## src/rtl/sm83_flags_pkg.sv

```systemverilog
// Shared types for the SM83 flag-op sequencer: op classes, sequencer states
// and the bundle of flags-unit strobes.
package sm83_flags_pkg;

  localparam int OP_W = 5;

  typedef enum logic [OP_W-1:0] {
    NOP, ADD, ADC, SUB, SBC, CP, LOGIC, INC, DEC, SHIFT,
    BIT, CPL, SCF, CCF, DAA, ADD16, POPAF
  } flag_op_t;

  typedef logic [1:0] seq_state_t;
  localparam seq_state_t ST_IDLE = 2'd0;
  localparam seq_state_t ST_S0   = 2'd1;
  localparam seq_state_t ST_S1   = 2'd2;

  typedef struct packed {
    logic flags_bus;
    logic flags_alu;
    logic zero_we;
    logic half_carry_we;
    logic daa_carry_we;
    logic neg_we;
    logic neg_set;
    logic neg_clr;
    logic carry_we;
    logic sec_carry_we;
    logic sec_carry_sh;
    logic sec_carry_daa;
    logic carry_set;
    logic carry_cpl;
  } flag_ctl_t;

  // Ops whose final step leaves the secondary carry as the live carry source.
  function automatic logic sets_sticky(flag_op_t op);
    return (op == SHIFT) || (op == DAA);
  endfunction

endpackage

```

## src/rtl/sm83_flags_seq_if.sv

```systemverilog
// Decoder-to-sequencer handshake plus the strobes driven into the flags unit.
interface sm83_flags_seq_if;
  import sm83_flags_pkg::*;

  logic     start;
  flag_op_t op;
  logic     ready;
  logic     done;
  logic     step;
  logic     flags_bus;
  logic     flags_alu;
  logic     zero_we;
  logic     half_carry_we;
  logic     daa_carry_we;
  logic     neg_we;
  logic     neg_set;
  logic     neg_clr;
  logic     carry_we;
  logic     sec_carry_we;
  logic     sec_carry_sh;
  logic     sec_carry_daa;
  logic     sec_carry_sel;
  logic     carry_set;
  logic     carry_cpl;

  modport master (
    output start, op,
    input  ready, done, step, flags_bus, flags_alu, zero_we, half_carry_we,
           daa_carry_we, neg_we, neg_set, neg_clr, carry_we, sec_carry_we,
           sec_carry_sh, sec_carry_daa, sec_carry_sel, carry_set, carry_cpl
  );

  modport slave (
    input  start, op,
    output ready, done, step, flags_bus, flags_alu, zero_we, half_carry_we,
           daa_carry_we, neg_we, neg_set, neg_clr, carry_we, sec_carry_we,
           sec_carry_sh, sec_carry_daa, sec_carry_sel, carry_set, carry_cpl
  );
endinterface

```

## src/rtl/sm83_flags_seq_decode.sv

```systemverilog
// Combinational op-class decode: (op, step) -> flags-unit strobes and step count.
module sm83_flags_seq_decode
  import sm83_flags_pkg::*;
(
  input  flag_op_t  op,
  input  logic      step,
  output flag_ctl_t ctl,
  output logic      two_step
);

  always_comb begin
    ctl       = '0;
    two_step  = 1'b0;
    ctl.flags_alu = (op != NOP) && (op != POPAF);
    case (op)
      ADD, ADC: begin
        {ctl.zero_we, ctl.half_carry_we, ctl.carry_we, ctl.daa_carry_we} = 4'b1111;
        {ctl.neg_we, ctl.neg_clr} = 2'b11;
      end
      SUB, SBC, CP: begin
        {ctl.zero_we, ctl.half_carry_we, ctl.carry_we, ctl.daa_carry_we} = 4'b1111;
        {ctl.neg_we, ctl.neg_set} = 2'b11;
      end
      LOGIC: begin
        {ctl.zero_we, ctl.half_carry_we, ctl.carry_we} = 3'b111;
        {ctl.neg_we, ctl.neg_clr} = 2'b11;
      end
      INC, BIT: begin
        {ctl.zero_we, ctl.half_carry_we} = 2'b11;
        {ctl.neg_we, ctl.neg_clr} = 2'b11;
      end
      DEC: begin
        {ctl.zero_we, ctl.half_carry_we} = 2'b11;
        {ctl.neg_we, ctl.neg_set} = 2'b11;
      end
      SHIFT: begin
        {ctl.zero_we, ctl.half_carry_we} = 2'b11;
        {ctl.neg_we, ctl.neg_clr} = 2'b11;
        {ctl.sec_carry_we, ctl.sec_carry_sh} = 2'b11;
      end
      CPL: begin
        ctl.half_carry_we = 1'b1;
        {ctl.neg_we, ctl.neg_set} = 2'b11;
      end
      SCF, CCF: begin
        {ctl.half_carry_we, ctl.carry_we} = 2'b11;
        {ctl.neg_we, ctl.neg_clr} = 2'b11;
        ctl.carry_set = (op == SCF);
        ctl.carry_cpl = (op == CCF);
      end
      DAA: begin
        two_step = 1'b1;
        if (step) begin
          {ctl.zero_we, ctl.half_carry_we} = 2'b11;
        end else begin
          {ctl.sec_carry_we, ctl.sec_carry_daa} = 2'b11;
        end
      end
      ADD16: begin
        two_step = 1'b1;
        ctl.carry_we = 1'b1;
        if (step) begin
          ctl.half_carry_we = 1'b1;
          {ctl.neg_we, ctl.neg_clr} = 2'b11;
        end
      end
      POPAF: begin
        ctl.flags_bus = 1'b1;
        {ctl.zero_we, ctl.neg_we, ctl.half_carry_we, ctl.carry_we, ctl.daa_carry_we} = 5'b11111;
      end
      default: ;
    endcase
  end

endmodule

```

## src/rtl/sm83_flags_seq.sv

```systemverilog
// SM83 flag-op sequencer: FSM, op latch and sticky secondary-carry select.
// Optional SM83_FLAGS_SEQ_ABORT_EN adds an abort input that kills the current step.
//
// state   | meaning
// IDLE    | ready, waiting for start
// S0      | first (low-byte) step strobing
// S1      | second (high-byte) step of a two-step op
module sm83_flags_seq
  import sm83_flags_pkg::*;
(
  input  logic clk,
  input  logic reset_n,
`ifdef SM83_FLAGS_SEQ_ABORT_EN
  input  logic abort,
`endif
  sm83_flags_seq_if.slave fif
);

  seq_state_t state_q, state_d;
  flag_op_t   op_q;
  logic       sticky_q;
  flag_ctl_t  ctl_dec, ctl;
  logic       two_step, step_i, active, done_i, abort_i;

`ifdef SM83_FLAGS_SEQ_ABORT_EN
  assign abort_i = abort;
`else
  assign abort_i = 1'b0;
`endif

  assign step_i = (state_q == ST_S1);
  assign active = (state_q != ST_IDLE) && !abort_i;

  sm83_flags_seq_decode u_decode (
    .op       (op_q),
    .step     (step_i),
    .ctl      (ctl_dec),
    .two_step (two_step)
  );

  assign ctl    = active ? ctl_dec : '0;
  assign done_i = active && (step_i || !two_step);

  always_comb begin
    state_d = state_q;
    case (state_q)
      ST_IDLE: if (fif.start) state_d = ST_S0;
      ST_S0:   state_d = (two_step && !abort_i) ? ST_S1 : ST_IDLE;
      default: state_d = ST_IDLE;
    endcase
  end

  always_ff @(posedge clk or negedge reset_n) begin
    if (!reset_n) begin
      state_q  <= ST_IDLE;
      op_q     <= NOP;
      sticky_q <= 1'b0;
    end else begin
      state_q <= state_d;
      if (state_q == ST_IDLE && fif.start) op_q <= fif.op;
      // Carry writes take priority; SHIFT/DAA final steps never write carry.
      if (active) begin
        if (ctl.carry_we)                      sticky_q <= 1'b0;
        else if (done_i && sets_sticky(op_q))  sticky_q <= 1'b1;
      end
    end
  end

  assign fif.ready         = (state_q == ST_IDLE);
  assign fif.done          = done_i;
  assign fif.step          = step_i;
  assign fif.sec_carry_sel = sticky_q;
  assign fif.flags_bus     = ctl.flags_bus;
  assign fif.flags_alu     = ctl.flags_alu;
  assign fif.zero_we       = ctl.zero_we;
  assign fif.half_carry_we = ctl.half_carry_we;
  assign fif.daa_carry_we  = ctl.daa_carry_we;
  assign fif.neg_we        = ctl.neg_we;
  assign fif.neg_set       = ctl.neg_set;
  assign fif.neg_clr       = ctl.neg_clr;
  assign fif.carry_we      = ctl.carry_we;
  assign fif.sec_carry_we  = ctl.sec_carry_we;
  assign fif.sec_carry_sh  = ctl.sec_carry_sh;
  assign fif.sec_carry_daa = ctl.sec_carry_daa;
  assign fif.carry_set     = ctl.carry_set;
  assign fif.carry_cpl     = ctl.carry_cpl;

endmodule

```

## src/flat_wrapper.sv

```systemverilog
// flat-port wrapper written by rule: the top's interface ports become plain ports
module sm83_flags_seq_flat import sm83_flags_pkg::*;
  (clk, reset_n, fif_start, fif_op, fif_ready, fif_done, fif_step, fif_flags_bus, fif_flags_alu, fif_zero_we, fif_half_carry_we, fif_daa_carry_we, fif_neg_we, fif_neg_set, fif_neg_clr, fif_carry_we, fif_sec_carry_we, fif_sec_carry_sh, fif_sec_carry_daa, fif_sec_carry_sel, fif_carry_set, fif_carry_cpl);
  sm83_flags_seq_if fif_i ();
  input  logic clk;
  input  logic reset_n;
  input wire logic [$bits(fif_i.start)-1:0] fif_start;
  input wire logic [$bits(fif_i.op)-1:0] fif_op;
  output wire logic [$bits(fif_i.ready)-1:0] fif_ready;
  output wire logic [$bits(fif_i.done)-1:0] fif_done;
  output wire logic [$bits(fif_i.step)-1:0] fif_step;
  output wire logic [$bits(fif_i.flags_bus)-1:0] fif_flags_bus;
  output wire logic [$bits(fif_i.flags_alu)-1:0] fif_flags_alu;
  output wire logic [$bits(fif_i.zero_we)-1:0] fif_zero_we;
  output wire logic [$bits(fif_i.half_carry_we)-1:0] fif_half_carry_we;
  output wire logic [$bits(fif_i.daa_carry_we)-1:0] fif_daa_carry_we;
  output wire logic [$bits(fif_i.neg_we)-1:0] fif_neg_we;
  output wire logic [$bits(fif_i.neg_set)-1:0] fif_neg_set;
  output wire logic [$bits(fif_i.neg_clr)-1:0] fif_neg_clr;
  output wire logic [$bits(fif_i.carry_we)-1:0] fif_carry_we;
  output wire logic [$bits(fif_i.sec_carry_we)-1:0] fif_sec_carry_we;
  output wire logic [$bits(fif_i.sec_carry_sh)-1:0] fif_sec_carry_sh;
  output wire logic [$bits(fif_i.sec_carry_daa)-1:0] fif_sec_carry_daa;
  output wire logic [$bits(fif_i.sec_carry_sel)-1:0] fif_sec_carry_sel;
  output wire logic [$bits(fif_i.carry_set)-1:0] fif_carry_set;
  output wire logic [$bits(fif_i.carry_cpl)-1:0] fif_carry_cpl;
  assign fif_i.start = fif_start;
  assign fif_i.op = fif_op;
  assign fif_ready = fif_i.ready;
  assign fif_done = fif_i.done;
  assign fif_step = fif_i.step;
  assign fif_flags_bus = fif_i.flags_bus;
  assign fif_flags_alu = fif_i.flags_alu;
  assign fif_zero_we = fif_i.zero_we;
  assign fif_half_carry_we = fif_i.half_carry_we;
  assign fif_daa_carry_we = fif_i.daa_carry_we;
  assign fif_neg_we = fif_i.neg_we;
  assign fif_neg_set = fif_i.neg_set;
  assign fif_neg_clr = fif_i.neg_clr;
  assign fif_carry_we = fif_i.carry_we;
  assign fif_sec_carry_we = fif_i.sec_carry_we;
  assign fif_sec_carry_sh = fif_i.sec_carry_sh;
  assign fif_sec_carry_daa = fif_i.sec_carry_daa;
  assign fif_sec_carry_sel = fif_i.sec_carry_sel;
  assign fif_carry_set = fif_i.carry_set;
  assign fif_carry_cpl = fif_i.carry_cpl;
  sm83_flags_seq u_core (.clk(clk), .reset_n(reset_n), .fif(fif_i));
endmodule
```

## config.mk

```make
export PLATFORM = sky130hd
export DESIGN_NAME = sm83_flags_seq_flat
export DESIGN_NICKNAME = d
export VERILOG_FILES = /design/src/rtl/sm83_flags_pkg.sv /design/src/rtl/sm83_flags_seq_if.sv /design/src/rtl/sm83_flags_seq_decode.sv /design/src/rtl/sm83_flags_seq.sv /design/src/flat_wrapper.sv
export SDC_FILE = /design/constraint.sdc
export NUM_CORES = 1
export LEC_CHECK = 0
export BUFFER_PORTS_ARGS = -buffer_cell sky130_fd_sc_hd__buf_4
export CAP_MARGIN = 15
export CORE_AREA = 3 3 45 47
export DETAILED_ROUTE_END_ITERATION = 8
export DIE_AREA = 0 0 48 50
export PLACE_DENSITY = 0.72
export REMOVE_ABC_BUFFERS = 1
export SLEW_MARGIN = 0
export SYNTH_ARGS = -nofsm -noshare
export SYNTH_HDL_FRONTEND = slang
export SYNTH_HIERARCHICAL = 1
export SYNTH_SLANG_ARGS = --single-unit
```

## constraint.sdc

```tcl
create_clock -name clk -period 1.6 [get_ports clk]
set_input_delay 0.16 -clock clk [delete_from_list [all_inputs] [get_ports clk]]
set_output_delay 0.16 -clock clk [all_outputs]
set_load 0.1 [all_outputs]
```

==> results of run 1 <==
## per-stage QoR
stage	hold WS (ns)	TNS, ns	util	area [um^2]	instances
2_1_floorplan	-0.1356	-38.13	-	742.0	89
3_3_place_gp	-0.01955	-0.4311	0.6563	1109	152
3_5_place_dp	-0.01791	-0.7442	0.6563	1109	152
4_1_cts	0.1352	-2.411	0.8993	1519	168
## repair_timing
action | CTS
hold buffers | 1
hold endpoints to repair | 8
pin swaps | 6
cloned | 1
resized for setup | 80
setup endpoints to repair | 16
buffers inserted | 11
## Yosys cell counts (all sizes together)
cell type and n:
nor2b 15, nor2 11, buf 8, dfrtp 8, a21oi 5, mux2 5
o21ai 5, nand2 4, nor4 4, and2 3, and2b 3, nand2b 3
nor3b 3, inv 2, nor3 2, o41ai 2, xnor2 2, a2111oi 1
a211oi 1, a31oi 1, and3 1, and4b 1, nand3 1, nand3b 1
o21ba 1, o21bai 1, o22ai 1, o32ai 1, or3b 1
## cell families after synthesis
logic type	Yosys count	synth area share
AND/OR/NAND/NOR	53	0.3898
buffers and inverters	10	0.09553
AO/OA/AOI/OAI	19	0.1772
flip-flops	8	0.2465
multiplexers	5	0.06933
XOR/XNOR	2	0.02158
==> metrics.log, run 1 <==
INFO  metric outcome = stopped before the end
INFO  metric failing_step = global routing
INFO  metric toolErrorMsg = [ERROR DPL-0038] Utilization greater than 100%, impossible to legalize
INFO  metric num_io_pins = 26
INFO  metric synth_area_leader_cell = sky130_fd_sc_hd__dfrtp_1
INFO  metric netlist.area_leader.share = 0.2465
INFO  metric timing.worst_endpoint.kind = primary output
INFO  metric yosys_register_bits = 8
INFO  metric fp.dieH = roughly 50 um
INFO  metric dp_worst_setup_slack = -0.1401 ns
INFO  metric cts_max_level = 1
INFO  metric clockBufferDepth = 2
INFO  metric cts_sinks = 8
INFO  metric cts-root-buf = sky130_fd_sc_hd__clkbuf_4
INFO  metric post_synth_instance_area = 812.0 um^2
INFO  metric die_width = 48 um
INFO  metric synth.top_cells.by_area = sky130_fd_sc_hd__dfrtp_1 25%, sky130_fd_sc_hd__nor2b_1 12%, sky130_fd_sc_hd__mux2_2 6.9%
INFO  metric globalplace.congestion = about 0.83
INFO  metric synth_seq_area_share = 0.2465
INFO  metric portBuffers = 25
INFO  metric crit_endpoint = fif_half_carry_we
INFO  metric hpwlAfterDp = roughly 1500 um
INFO  metric floorplan.initialDensity = 0.4807
INFO  metric cell_row_count = 15
INFO  metric syn_area_per_cell = about 8.4 um^2
INFO  metric synthesized_instance_count = slightly below 100
INFO  metric cts-buffers-inserted = 3
INFO  metric synth_cell_types = 35
INFO  metric grt_start_max_net_pins = 10
INFO  metric synth_warnings = 6
==> inputs of run 2 (changes only) <==
--- a/config.mk
+++ b/config.mk
@@ -7,10 +7,10 @@
 export LEC_CHECK = 0
 export BUFFER_PORTS_ARGS = -buffer_cell sky130_fd_sc_hd__buf_4
 export CAP_MARGIN = 15
-export CORE_AREA = 3 3 45 47
+export CORE_AREA = 3 3 64 66
 export DETAILED_ROUTE_END_ITERATION = 8
-export DIE_AREA = 0 0 48 50
-export PLACE_DENSITY = 0.72
+export DIE_AREA = 0 0 67 69
+export PLACE_DENSITY_LB_ADDON = 0.15
 export REMOVE_ABC_BUFFERS = 1
 export SLEW_MARGIN = 0
 export SYNTH_ARGS = -nofsm -noshare
==> run 2 against run 1 <==
  * Synthesized cell count unchanged
  * Area after synthesis unchanged
  * The flow now finishes, with violations (setup timing)
==> metrics.log, run 2 <==
INFO  metric unrepaired_setup_endpoints_after_global_routing = true
INFO  metric worst_ep_arrival_time = 1.66 ns
INFO  metric max_cap_viol_count = 0
INFO  metric cts.reportedPaths.clkPinSlew = 0.04 ns
INFO  metric synthesized_instance_count = a little under 100
INFO  metric num_vias = between 900 and 1000
INFO  metric netlist.area_leader.share = 0.2465
INFO  metric launching_element_type_of_the_critical_path = flop
INFO  metric worstRegToRegCells = 7
INFO  metric fillCellCount = approximately 360
INFO  metric cts_max_level = 1
INFO  metric dpl_cell_area = 1125 um^2
INFO  metric multi_input_area = about 760 um^2
INFO  metric cts_sinks = 8
INFO  metric post_drt_via_cell_ratio = between 4 and 5
INFO  metric floorplan.die_area = 4623 um^2
INFO  metric worst_r2r_endpoint = u_core/fif.sec_carry_sel
INFO  metric hpwlAfterDp = ~1700 um
INFO  metric max_slew.worst_pin.slew = between 0.2 and 0.3 ns
INFO  metric wl_per_cell = about 15 um
INFO  metric hold_viol = 0
INFO  metric synth.top_cells.by_area = sky130_fd_sc_hd__dfrtp_1 25%, sky130_fd_sc_hd__nor2b_1 12%, sky130_fd_sc_hd__mux2_2 6.9%
INFO  metric postSynth.asyncResetShare = 1.000
INFO  metric critical-path-max-stage-delay = roughly 0.46 ns
INFO  metric cpLargestDelayFamily = flip-flops
INFO  metric cts-root-buf = sky130_fd_sc_hd__clkbuf_8
INFO  metric crit_path_end_kind = primary output
INFO  metric worstPathCellList = buf_6 -> nor2b_4 -> buf_6 -> a21oi_2 -> o21ai_1 -> and2b_2 -> buf_12
INFO  metric number_of_flip_flops_in_the_largest_register = 5
INFO  metric timing.hold.ws = between 0.15 and 0.2 ns
INFO  metric cts-buffers-inserted = 3
INFO  metric insertion_delay = between 0.2 and 0.25 ns
INFO  metric syn_area_per_cell = between 8 and 9 um^2
INFO  metric violations = setup timing
INFO  metric reg2reg_slack = -0.09 ns
INFO  metric cts_tree = done
INFO  metric critPathSlowestCell = sky130_fd_sc_hd__dfrtp_2
INFO  metric synth_warnings = 6
INFO  metric final_cell_area = approximately 1800 um^2
INFO  metric final.setup_skew = around 0.00092 ns
INFO  metric design.core.area = 3633 um^2
INFO  metric floorplan.initialDensity = 0.2235
INFO  metric required = approximately 1.4 ns
INFO  metric seq_area = 206.4 um^2
INFO  metric global_route.overflow_total = 0
INFO  metric antenna_left = 0
INFO  metric worst_hold_class = in2reg
INFO  metric grt_start_max_net_pins = 10
INFO  metric cellLeakagePower = 0.0007345 uW
INFO  metric critical_path.reg2reg.startpoint = u_core/op_q[2]
INFO  metric synth_cell_types = 35
INFO  metric power_per_cell_area = between 1000 and 1500 nW/um^2
INFO  metric hold_path_startpoint = fif_op[3]
INFO  metric synthMostInstantiatedCell = sky130_fd_sc_hd__nor2b_1
INFO  metric fin_crit = 1.821 ns
INFO  metric grt_pass1_vias = roughly 1100
INFO  metric whs_endpoint = u_core/op_q[3]
INFO  metric portBuffers = 25
INFO  metric whs_path_depth = 2
INFO  metric final_layout_size_suffix_gt1_frac = 0.7613
INFO  metric worst_slack = -0.2211 ns
INFO  metric worst_path_most_repeated_cell = sky130_fd_sc_hd__buf_6
INFO  metric num_io_pins = 26
INFO  metric finalNetCount = ~170
INFO  metric registers.top_by_ff_count = u_core/op_q
INFO  metric layout-area-overhead-vs-synth = 119.9%
INFO  metric grt_antenna_before_repair = 0
INFO  metric detailedRoute.firstPassIterationCount = 4
INFO  metric grt_usage = 0.1395
INFO  metric drt_first_iter_violations = 38
INFO  metric post_synth_instance_area = 812.0 um^2
INFO  metric timing.fmax = 549.1 MHz
INFO  metric yosys-top-cells-count = 15 x sky130_fd_sc_hd__nor2b_1, 11 x sky130_fd_sc_hd__nor2_1, 8 x sky130_fd_sc_hd__dfrtp_1, 5 x sky130_fd_sc_hd__a21oi_1, 5 x sky130_fd_sc_hd__mux2_2
INFO  metric globalplace.congestion = approximately 0.74
INFO  metric most-common-layout-cells = 29 x sky130_fd_sc_hd__buf_4, 15 x sky130_fd_sc_hd__buf_12, 15 x sky130_fd_sc_hd__buf_6
INFO  metric post-route-drc-count = 0
INFO  metric slew_viol_final = 0
INFO  metric postRouteWirelength = approximately 3000 um
INFO  metric path_buf_inv = 3
INFO  metric setup_viol = 15
INFO  metric period_share = 1.138
INFO  metric criticalPathCategory = reg2out
INFO  metric cell_row_count = 22
INFO  metric synth_enable_flop_cells = 0
INFO  metric crit_path_max_fanout = 6
INFO  metric synth_seq_area_share = 0.2465
INFO  metric max-vdd-ir-drop = a little under 400 uV
INFO  metric die_width = roughly 67 um
INFO  metric final_common_cell = sky130_fd_sc_hd__buf_4
INFO  metric clockBufferDepth = 2
INFO  metric outcome = finished with violations
INFO  metric synth_area_leader_cell = sky130_fd_sc_hd__dfrtp_1
INFO  metric totalPowerFinal = roughly 1900 uW
INFO  metric antenna_cells = 0
INFO  metric slew_headroom = 0.8125
INFO  metric synth-main-ff-cell = sky130_fd_sc_hd__dfrtp_1
INFO  metric final.setup.tns = -2.211 ns
INFO  metric fp.dieH = 69 um
INFO  metric grt_first_pass_wirelength = between 5000 and 6000 um
INFO  metric yosys_register_bits = 8
run 2: worst max path at each step:
stage                              endpoint              start  cells past startpoint
final                          fif_carry_we     u_core/op_q[2]                      7
after global routing             fif_neg_we     u_core/op_q[2]                      6
after CTS                 fif_half_carry_we     u_core/op_q[0]                      6
after detailed placement       fif_carry_we     u_core/op_q[2]                      6
after global placement         fif_carry_we     u_core/op_q[2]                      6
after floorplan                 fif_zero_we  u_core/state_q[0]                      6
run 2: metrics by stage:
stage          utilization  std cells  worst slack [ns]
2_1_floorplan            -         89            -2.191
3_3_place_gp        0.3096        180           -0.1292
3_5_place_dp        0.3096        180           -0.1061
4_1_cts             0.4697        201           -0.1932
5_1_grt             0.4914        203           -0.3136
6_report            0.4914        203           -0.2211
run 2: logic make-up after synthesis:
| kind of cell | share of synthesized area |
|---|---|
| DFF | 0.2465 |
| muxes | 0.06933 |
| buffers and inverters | 0.09553 |
| xor gates and xnor gates | 0.02158 |
| AOI/OAI and AO/OA | 0.1772 |
| and+or+nand+nor | 0.3898 |
run 2: final cells by class:
class / count / area share
Timing Repair Buffer: 63 / 0.3987
Multi-Input combinational cell: 79 / 0.4247
Tap cell: 48 / 0.03364
Sequential cell: 8 / 0.1156
Clock buffer: 3 / 0.02313
Inverter: 2 / 0.004205
run 2: power breakdown:
part,switching (uW),leakage [uW],internal [uW],total (uW)
Combinational,751,0.000620,599,1350
Sequential,64.5,0.0000932,243,308
Clock,84.9,0.0000216,163,248
Total,900,0.000734,1010,1910
run 2: worst register-to-register path, cell delays in order, from the launching register on:
cell                        delay [ns]
sky130_fd_sc_hd__dfrtp_2          0.46
sky130_fd_sc_hd__buf_6            0.16
sky130_fd_sc_hd__nand2_1          0.19
sky130_fd_sc_hd__nor3b_2          0.08
sky130_fd_sc_hd__and2_1           0.16
sky130_fd_sc_hd__buf_4            0.14
sky130_fd_sc_hd__a2111oi_2        0.28
sky130_fd_sc_hd__o21ba_1          0.16
run 2: timing repair:
action	CTS	global route
gates cloned	2	1
buffers inserted	15	1
pin swaps	7	3
gates resized for setup	106	16
endpoints found under the hold margin	8	0
hold buffers	1	0
setup endpoints to repair	17	16
run 2: metal layers:
layer | track usage | share of wire
met1 | 0.1590 | 0.41
met2 | 0.2478 | 0.52
met3 | 0.03583 | 0.057
met4 | 0.04054 | 0.017
met5 | 0 | 0
(Power assumes the default switching activity.)
==> inputs of run 3 (changes only) <==
--- a/config.mk
+++ b/config.mk
@@ -11,9 +11,7 @@
 export DETAILED_ROUTE_END_ITERATION = 8
 export DIE_AREA = 0 0 67 69
 export PLACE_DENSITY_LB_ADDON = 0.15
-export REMOVE_ABC_BUFFERS = 1
 export SLEW_MARGIN = 0
 export SYNTH_ARGS = -nofsm -noshare
 export SYNTH_HDL_FRONTEND = slang
-export SYNTH_HIERARCHICAL = 1
 export SYNTH_SLANG_ARGS = --single-unit
==> run 3 against run 2 <==
  * The run still ends with setup timing left
  * Non-clock buffer count increased by 10
  * Sequential cell count unchanged
  * Final cell count decreased by 0.99%
  * Clock-buffer cell count unchanged
  * Final area increased by 0.77%
==> metrics.log, run 3 <==
INFO  metric drt_first_iter_violations = 29
INFO  metric utilization = 0.4952
INFO  metric setup_viol = 14
INFO  metric insertion_delay = around 0.22 ns
INFO  metric outcome = finished with violations
INFO  metric cts-buffers-inserted = 3
INFO  metric period_share = 1.172
INFO  metric clockBufferDepth = 2
INFO  metric worst_ep_arrival_time = 1.71 ns
INFO  metric grt_usage = 0.1149
INFO  metric postRouteWirelength = 2588 um
INFO  metric dpl_cell_area = approximately 1300 um^2
INFO  metric post_drt_via_cell_ratio = between 4 and 5
INFO  metric final_cell_area = approximately 1800 um^2
INFO  metric required = approximately 1.4 ns
INFO  metric portBuffers = 25
INFO  metric cts_tree = done
INFO  metric netlist.area_leader.share = 0.2667
INFO  metric most-common-layout-cells = 42 x sky130_fd_sc_hd__buf_4, 16 x sky130_fd_sc_hd__buf_12, 12 x sky130_fd_sc_hd__buf_6
INFO  metric synth_area_leader_cell = sky130_fd_sc_hd__dfrtp_1
INFO  metric antenna_left = 0
INFO  metric syn_area_per_cell = about 8.6 um^2
INFO  metric cts_max_level = 1
INFO  metric synth.top_cells.by_area = sky130_fd_sc_hd__dfrtp_1 27%, sky130_fd_sc_hd__clkbuf_8 7.3%, sky130_fd_sc_hd__buf_6 6.0%
INFO  metric cellLeakagePower = between 0.0007 and 0.0008 uW
INFO  metric hold_viol = 0
INFO  metric critPathSlowestCell = sky130_fd_sc_hd__or4_4
INFO  metric detailedRoute.firstPassIterationCount = 4
INFO  metric synth-main-ff-cell = sky130_fd_sc_hd__dfrtp_1
INFO  metric unrepaired_setup_endpoints_after_global_routing = true
INFO  metric synthesized_instance_count = just under 90
INFO  metric grt_start_max_net_pins = 10
INFO  metric hpwlAfterDp = around 1900 um
INFO  metric yosys_register_bits = 8
INFO  metric post-route-drc-count = 0
INFO  metric critical-path-max-stage-delay = 0.56 ns
INFO  metric cts-root-buf = sky130_fd_sc_hd__clkbuf_8
INFO  metric power_per_cell_area = approximately 950 nW/um^2
INFO  metric multi_input_area = slightly below 700 um^2
INFO  metric num_io_pins = 26
INFO  metric layout-area-overhead-vs-synth = 139.7%
INFO  metric worst_slack = -0.2746 ns
INFO  metric fp.dieH = about 69 um
INFO  metric final.setup.tns = -2.199 ns
INFO  metric final_common_cell = sky130_fd_sc_hd__buf_4
INFO  metric post_synth_instance_area = between 700 and 800 um^2
INFO  metric synth_enable_flop_cells = 0
INFO  metric global_route.overflow_total = 0
INFO  metric synth_cell_types = 36
INFO  metric die_width = approximately 67 um
INFO  metric number_of_flip_flops_in_the_largest_register = 5
INFO  metric final.setup_skew = just over 0.0006 ns
INFO  metric cell_row_count = 22
INFO  metric design.core.area = about 3600 um^2
INFO  metric finalNetCount = ~160
INFO  metric max-vdd-ir-drop = about 560 uV
INFO  metric synth_warnings = 0
INFO  metric antenna_cells = 0
INFO  metric grt_pass1_vias = between 900 and 1000
INFO  metric crit_path_end_kind = primary output
INFO  metric slew_headroom = 0.7946
INFO  metric worstPathCellList = or4_4 -> nor3b_4 -> buf_4 -> buf_12
INFO  metric synth_nets = 95
INFO  metric seq_area = 202.7 um^2
INFO  metric worst_hold_class = in2reg
INFO  metric floorplan.die_area = around 4600 um^2
INFO  metric fin_crit = around 1.9 ns
INFO  metric postSynth.asyncResetShare = 1.000
INFO  metric final_layout_size_suffix_gt1_frac = 0.7843
INFO  metric launching_element_type_of_the_critical_path = flop
INFO  metric synthMostInstantiatedCell = sky130_fd_sc_hd__nand2_1
INFO  metric criticalPathCategory = reg2out
INFO  metric violations = setup timing
INFO  metric synth_seq_area_share = 0.2667
INFO  metric timing.fmax = 533.4 MHz
INFO  metric path_buf_inv = 2
INFO  metric max_slew.worst_pin.slew = about 0.3 ns
INFO  metric slew_viol_final = 0
INFO  metric cts_sinks = 8
INFO  metric wl_per_cell = between 10 and 15 um
INFO  metric yosys-top-cells-count = 10 x sky130_fd_sc_hd__nand2_1, 8 x sky130_fd_sc_hd__dfrtp_1, 8 x sky130_fd_sc_hd__nor2_1, 5 x sky130_fd_sc_hd__a21oi_1
INFO  metric grt_first_pass_wirelength = around 4300 um
INFO  metric cpLargestDelayFamily = simple AND/OR/NAND/NOR gates
INFO  metric num_vias = 905
INFO  metric registers.top_by_ff_count = u_core.op_q
INFO  metric globalplace.congestion = 0.7209
INFO  metric cts.reportedPaths.clkPinSlew = roughly 0.040 ns
INFO  metric crit_path_max_fanout = 3
INFO  metric floorplan.initialDensity = 0.2066
INFO  metric grt_antenna_before_repair = 0
INFO  metric fillCellCount = 337
INFO  metric max_cap_viol_count = 0
run 3: cell count changes after synthesis, moves of 3 or more:
cell	before	now
sky130_fd_sc_hd__and2b_1	3	0
sky130_fd_sc_hd__nor2b_1	15	3
sky130_fd_sc_hd__clkbuf_8	0	4
sky130_fd_sc_hd__mux2_2	5	2
sky130_fd_sc_hd__nand2_1	4	10
sky130_fd_sc_hd__nor2_1	11	8
sky130_fd_sc_hd__nand2b_1	3	0
run 3: worst paths after layout:
| check | startpoint | end | slack [ns] | cells after the start |
|---|---|---|---|---|
| max in group asynchronous | reset_n | u_core.op_q[1] | 1.17 | 2 |
| min | fif_op[2] | u_core.op_q[2] | 0.14 | 3 |
| max | u_core.op_q[0] | fif_flags_bus | -0.27 | 4 |
| max reg2reg | u_core.op_q[0] | u_core.fif.sec_carry_sel | -0.09 | 7 |
| min in group asynchronous | reset_n | u_core.state_q[1] | 0.28 | 2 |
| min reg2reg | u_core.state_q[1] | u_core.state_q[1] | 0.49 | 1 |
run 3: stage by stage:
stage	setup slack (ns)	hold WS, ns	instances	power [uW]
2_1_floorplan	-0.8668	-0.1356	87	925.4
5_1_grt	-0.3597	0.1566	201	1812
3_5_place_dp	-0.1639	-0.01250	185	1157
6_report	-0.2746	0.1423	201	1715
4_1_cts	-0.2819	0.1385	196	1628
3_3_place_gp	-0.1377	-0.01237	185	1156
run 3: per-layer routing:
metal	GRT usage	vias up	routed length, um
met2	0.1910	16	1398
met4	0.03378	0	5
li1	-	450	-
met5	0	-	0
met1	0.1500	437	1089
met3	0.01792	2	94
run 3: final cells by class:
type	count	share of cell area
clock buffers	3	0.02295
well taps	48	0.03338
repair buffers	73	0.4506
inverters	3	0.006259
multi-input cells	66	0.3741
flip-flops and latches	8	0.1127
run 3: worst min-delay path: cells and delay by family:
family / cells / cell delay [ns]
buffers and inverters: 1 / 0.08
AO/OA/AOI/OAI: 1 / 0.05
AND/OR/NAND/NOR: 1 / 0.04
run 3: logic make-up (layout without fill, tap and decap cells):
kind of cell              after synthesis  in the layout  synth area share
and+or+nand+nor                        36             36            0.2717
AOI/OAI and AO/OA                      25             25            0.2300
buffers and inverters                  13             79            0.1617
DFF                                     8              8            0.2667
muxes                                   4              4           0.05833
xor gates and xnor gates                1              1           0.01167
run 3: repair_timing:
item	4_1_cts	5_1_grt
setup buffers	7	6
resized for setup	66	17
hold endpoints to repair	8	0
setup endpoints to repair	16	16
pin swaps	13	11
hold buffers	1	0
gates cloned	0	0
run 3: where the power goes:
group	switching (uW)	internal, uW
Clock	75.8	163
Sequential	33.1	229
Combinational	670	545
Total	778	937
